File: src/rtl/ble_pdu_deframer.sv
// BLE PDU deframer: dewhitens the demodulated bit stream after an access-address
// match, assembles bytes LSB-first, parses the header length, checks CRC-24 and
// queues header/payload bytes in a small valid/ready output FIFO.
module ble_pdu_deframer #(
   parameter int          MAX_PAYLOAD = 37,
   parameter int          FIFO_DEPTH  = 8,
   parameter logic [23:0] CRC_POLY    = 24'h00065B,
   parameter logic [23:0] CRC_INIT    = 24'h555555
) (
   input  logic       clk,
   input  logic       rst,
   input  logic       en,
   input  logic       update,
   input  logic       symbol_in,
   input  logic       acc_match,
   input  logic [5:0] channel,
   output logic [7:0] byte_out,
   output logic       byte_valid,
   input  logic       byte_ready,
   output logic       busy,
   output logic       pkt_done,
   output logic       crc_ok,
   output logic       len_err,
   output logic       overflow
);

   localparam int            AW       = $clog2(FIFO_DEPTH);
   localparam logic [AW:0]   CNT_FULL = (AW+1)'(FIFO_DEPTH);
   localparam logic [AW:0]   CNT_ONE  = (AW+1)'(1);
   localparam logic [AW-1:0] PTR_ONE  = AW'(1);
   localparam logic [7:0]    MAX_LEN  = 8'(MAX_PAYLOAD);

   typedef enum logic [2:0] {S_IDLE, S_HDR, S_PAYLOAD, S_CRC, S_DONE} state_t;

   state_t        state, state_next;
   logic          upd_d, acc_d;
   logic          sym_tick, start, consume;
   logic [6:0]    whit, whit_next, whit_seed;
   logic [23:0]   crc, crc_data_next;
   logic [15:0]   bit_cnt;
   logic [7:0]    shreg, len, byte_new;
   logic          mismatch, d, fb, last_pl;
   logic          push, cnt_clr, abort, finish;
   logic          push_ok, pop, full;
   logic [AW-1:0] wr_ptr, rd_ptr;
   logic [AW:0]   count;
   logic [7:0]    mem [FIFO_DEPTH];

   assign sym_tick = update & ~upd_d;
   assign start    = acc_match & ~acc_d & en;
   // A tick coincident with the start edge belongs to nobody and is dropped.
   assign consume  = sym_tick & en & ~start &
                     ((state == S_HDR) | (state == S_PAYLOAD) | (state == S_CRC));
   assign d        = symbol_in ^ whit[6];
   assign byte_new = {d, shreg[7:1]};
   assign fb       = crc[23] ^ d;
   assign crc_data_next = {crc[22:0], 1'b0} ^ (fb ? CRC_POLY : 24'd0);
   assign last_pl  = (bit_cnt == ({5'd0, len, 3'd0} - 16'd1));
   assign busy     = (state != S_IDLE);

   // Whitening seed: w0 = 1, w1..w6 take channel[5..0] in reverse order.
   assign whit_seed[0] = 1'b1;
   for (genvar gi = 0; gi < 6; gi++) begin : g_seed
      assign whit_seed[gi+1] = channel[5-gi];
   end

   // Whitening LFSR advance: plain shift with w6 fed back into w0 and w4.
   always_comb begin
      whit_next    = {whit[5:0], whit[6]};
      whit_next[4] = whit[3] ^ whit[6];
   end

   // State register.
   always_ff @(posedge clk or negedge rst) begin
      if (!rst) state <= S_IDLE;
      else      state <= state_next;
   end

   // Next-state logic plus per-tick control strobes for the datapath.
   always_comb begin
      state_next = state;
      push       = 1'b0;
      cnt_clr    = 1'b0;
      abort      = 1'b0;
      finish     = 1'b0;
      if (!en) begin
         state_next = S_IDLE;
      end else if (start) begin
         state_next = S_HDR;
      end else begin
         case (state)
            S_IDLE: state_next = S_IDLE;
            S_HDR: if (consume) begin
               push = (bit_cnt[2:0] == 3'd7);
               if (bit_cnt == 16'd15) begin
                  cnt_clr = 1'b1;
                  if (byte_new > MAX_LEN) begin
                     abort      = 1'b1;
                     state_next = S_IDLE;
                  end else if (byte_new == 8'd0) begin
                     state_next = S_CRC;
                  end else begin
                     state_next = S_PAYLOAD;
                  end
               end
            end
            S_PAYLOAD: if (consume) begin
               push = (bit_cnt[2:0] == 3'd7);
               if (last_pl) begin
                  cnt_clr    = 1'b1;
                  state_next = S_CRC;
               end
            end
            S_CRC: if (consume && bit_cnt == 16'd23) begin
               finish     = 1'b1;
               state_next = S_DONE;
            end
            S_DONE: state_next = S_IDLE;
            default: state_next = S_IDLE;
         endcase
      end
   end

   // Bit datapath: edge detectors, dewhitening, byte shift, CRC and status flags.
   always_ff @(posedge clk or negedge rst) begin
      if (!rst) begin
         upd_d    <= 1'b0;
         acc_d    <= 1'b0;
         whit     <= 7'd0;
         crc      <= 24'd0;
         bit_cnt  <= 16'd0;
         shreg    <= 8'd0;
         len      <= 8'd0;
         mismatch <= 1'b0;
         pkt_done <= 1'b0;
         crc_ok   <= 1'b0;
         len_err  <= 1'b0;
      end else begin
         upd_d    <= update;
         acc_d    <= acc_match;
         pkt_done <= 1'b0;
         if (start) begin
            whit     <= whit_seed;
            crc      <= CRC_INIT;
            bit_cnt  <= 16'd0;
            mismatch <= 1'b0;
            crc_ok   <= 1'b0;
            len_err  <= 1'b0;
         end else if (consume) begin
            whit    <= whit_next;
            shreg   <= byte_new;
            bit_cnt <= cnt_clr ? 16'd0 : bit_cnt + 16'd1;
            if (state == S_HDR && bit_cnt == 16'd15) len <= byte_new;
            if (state == S_CRC) begin
               crc      <= {crc[22:0], 1'b0};
               mismatch <= mismatch | (d ^ crc[23]);
            end else begin
               crc <= crc_data_next;
            end
            if (abort) begin
               len_err  <= 1'b1;
               crc_ok   <= 1'b0;
               pkt_done <= 1'b1;
            end
            if (finish) begin
               pkt_done <= 1'b1;
               crc_ok   <= ~(mismatch | (d ^ crc[23]));
            end
         end
      end
   end

   assign pop        = byte_valid & byte_ready;
   assign full       = (count == CNT_FULL);
   // A simultaneous pop frees a slot, so a push at full is still accepted then.
   assign push_ok    = push & (~full | pop);
   assign byte_valid = (count != '0);
   assign byte_out   = byte_valid ? mem[rd_ptr] : 8'h00;

   // FIFO pointers, occupancy and sticky overflow.
   always_ff @(posedge clk or negedge rst) begin
      if (!rst) begin
         wr_ptr   <= '0;
         rd_ptr   <= '0;
         count    <= '0;
         overflow <= 1'b0;
      end else begin
         if (push_ok) wr_ptr <= wr_ptr + PTR_ONE;
         if (pop)     rd_ptr <= rd_ptr + PTR_ONE;
         case ({push_ok, pop})
            2'b10:   count <= count + CNT_ONE;
            2'b01:   count <= count - CNT_ONE;
            default: count <= count;
         endcase
         if (start)                     overflow <= 1'b0;
         else if (push & full & ~pop)   overflow <= 1'b1;
      end
   end

   // FIFO storage; contents need no reset because byte_out is gated by valid.
   always_ff @(posedge clk) begin
      if (push_ok) mem[wr_ptr] <= byte_new;
   end

endmodule

File: config.mk
export PLATFORM = sky130hd
export DESIGN_NAME = ble_pdu_deframer
export DESIGN_NICKNAME = d
export VERILOG_FILES = /design/src/rtl/ble_pdu_deframer.sv
export SDC_FILE = /design/constraint.sdc
export NUM_CORES = 1
export LEC_CHECK = 0
export CAP_MARGIN = 20
export CELL_PAD_IN_SITES_DETAIL_PLACEMENT = 1
export CELL_PAD_IN_SITES_GLOBAL_PLACEMENT = 1
export CORE_MARGIN = 2
export CORE_UTILIZATION = 40
export CTS_CLUSTER_DIAMETER = 120
export DETAILED_ROUTE_END_ITERATION = 10
export PLACE_DENSITY = 0.66
export SYNTH_ARGS = -nofsm -noshare
export SYNTH_HDL_FRONTEND = slang
export SYNTH_SLANG_ARGS = --single-unit
export TNS_END_PERCENT = 1
File: constraint.sdc
create_clock -name clk -period 3.81 [get_ports clk]
set_input_delay 0.381 -clock clk [delete_from_list [all_inputs] [get_ports clk]]
set_output_delay 0.381 -clock clk [all_outputs]
set_load 0.01 [all_outputs]
==> qor.yml <==
status: "finished, final reports clean"
die_area_um2: 17800
setup_viol: 0
final_common_cell: "dfrtp_1"
post-route-drc-count: 0
syn_area_per_cell_um2: 11.8
numCtsBuffers: 17
cts_buffer_depth: 2
cp.required_ns: 4.12
slew_violations: 0
synth_edf_count: 64
whs_ns: 0.00674
syn_inst: 567
synth_flop_cell: "dfrtp_1"
ir_drop_uv: 304
clkTransAtPathRegs_ns: 0.06
setup_ws_ns: 0.705
seqPwrFrac_pct: 43.4
postCtsSetupBuffers: 0
dpl-instance-area_um2: 7200
cts_tree: "built"
final_layout_size_suffix_gt1_share_pct: 12.7
cellLeakagePower_nw: 3.22
totalNegativeSetupSlack_ns: 0
total_power_w: 0.00437
syn_area_um2: 6700
grt_max_degree: 56
critPathCaptureType: "register"
cts_max_level: 4
timing.slew.headroom_pct: 45.5
cpLargestDelayFamily: "simple AND/OR/NAND/NOR gates"
async_flop_share_pct: 56.2
r2r_setup_slack_ns: 0.70
routed_wl_um: 15400
initial_core_util_pct: 40.7
hold_class: "in -> async"
cts_resized: 0
hold_viol: 0
finalNetCount: 615
worst-path-max-fanout: 26
grt_pass1_wl_um: 25900
io_pins: 27
diodes: 0
rsz0062_at_grt: "no"
die_w_um: 133
ys_seq_area_share_pct: 59.3
clkPwrFrac_pct: 40.0
drt-initial-drc-count: 269
place_ws_ns: 0.506
cp_num_buf_inv: 1
placement_rows: 47
via_count: 4447
core_um2: 16500
cpMaxStageDelayCell: "or4b_4"
design_area_um2: 7810
p_int_w: 0.00322
areaGrowthSynthToFinish_pct: 16.5
via_per_inst: 5.38
mostFrequentLayoutCells: "dfrtp_1, nand2_1, edfxtp_1, nor2_1, nand3_1"
p_sw_w: 0.00115
cp.arrival_ns: 3.41
fmax_mhz: 322
routedWlPerCell_um: 18.6
critPathKind: "reg -> reg"
fin_skew_ns: 0.0117
ys_ff_latch: 146
ys_types: 57
clock_sinks: 146
period_share_pct: 81.5
finalCriticalPeriod_ns: 3.11
switching_share_pct: 26.3
track_usage_pct: 18.9
first_pass_iters: 4
synth_nets: 588
path_cells: "inv_1, ha_1, or4b_4, nor4_4, mux2_4, nor4_2, a21oi_4, and3_1, a221o_1"
grt_pass1_vias: 4849
gp_congestion: 0.760
antenna_found_initial: 0
clk_latency_ns: 0.42
postRouteAntennaNets: 0
overflow: 0
ctsHoldBuffers: 0
die_h_um: 133
share_comb_of_total_power_pct: 16.6
worstMarginPinSlew_ns: 0.817
slowest_delay_ns: 0.53
portBuffers: 26
ys_warn_count: 0
crit_path_start_kind: "register"
cts_root_buffer: "clkbuf_16"
max-cap-violations: 0
dp_hpwl_um: 10300
power_density_nw_per_um2: 559
## metal layers
layer | track usage [%] | share of wire, %
met1 | 24.1 | 44
met5 | 0 | 0
met3 | 3.54 | 3.6
met4 | 7.80 | 2.5
met2 | 31.8 | 50
## stage by stage
stage	instances	utilization [%]
5_1_grt	827	47.4
4_1_cts	827	47.4
2_1_floorplan	567	-
3_5_place_dp	795	43.7
6_report	827	47.4
3_3_place_gp	795	43.7
## final timing paths
check,startpoint,cells past startpoint,to
max,len[0],9,bit_cnt[13]
min,rst,1,rd_ptr[2]
max reg2reg,len[0],9,bit_cnt[13]
min reg2reg,crc[12],2,crc[13]
max in group asynchronous,rst,2,bit_cnt[9]
min in group clk,update,1,upd_d
## final cells by class
type                    instances  area [um^2]
clock buffers                  19          433
clock inverters                13          183
fillers                      1737         8650
inverters                      15         56.3
multi-input cells             375         2540
flip-flops and latches        146         3970
well taps                     220          275
repair buffers                 39          355
## kinds of logic (layout without fill, tap and decap cells)
family,Yosys count,count (layout),synth area share (%)
compound gates,72,72,6.77
xor+xnor,28,28,3.66
fa+ha+maj,8,8,1.61
buf+inv,46,86,2.89
flops,146,146,59.3
mux,39,39,9.03
simple gates,228,228,16.8
## power by group through the flow
stage	sequential (W)	combinational [W]	clock, W
floorplan	0.00184	0.000529	0
global placement	0.00192	0.000711	0
detailed placement	0.00193	0.000743	0
CTS	0.00190	0.000744	0.00177
global route	0.00191	0.000806	0.00184
finish	0.00190	0.000726	0.00175
## flip-flops by register name, summed over array words and instances, names as in the netlist
name      cells
upd_d         1
mem          64
len           8
shreg         7
pkt_done      1
bit_cnt      16
len_err       1
crc_ok        1
acc_d         1
whit          7
crc          24
rd_ptr        3
state         3
overflow      1
mismatch      1
count         4
wr_ptr        3
## Yosys cell counts, types with 4 or more instances
cell type,n,area share (%)
nand2_1,80,4.5
nor3_1,15,1.1
dfrtp_1,82,31
o21ai_0,14,1.0
edfxtp_1,64,29
o21ai_1,4,0.30
and2_1,4,0.37
xnor2_1,11,1.4
and3_1,4,0.37
xor2_1,17,2.2
inv_1,15,0.84
nor2_1,46,2.6
nand4_1,7,0.65
clkbuf_1,19,1.1
ha_1,7,1.3
mux2i_1,14,2.1
nor3b_1,4,0.45
a22oi_1,6,0.67
buf_1,7,0.39
nand3_1,34,2.5
mux2_2,8,1.3
nor2b_1,8,0.75
mux4_2,16,5.4
a21oi_1,26,1.9
## worst reg2reg max path: stages, from the launching register on
cell and delay (ns):
dfrtp_1 0.43, inv_1 0.11, ha_1 0.28, or4b_4 0.54, nor4_4 0.20, mux2_4 0.34
nor4_2 0.36, a21oi_4 0.24, and3_1 0.25, a221o_1 0.25
No activity file was read; power rests on OpenSTA's default activity.
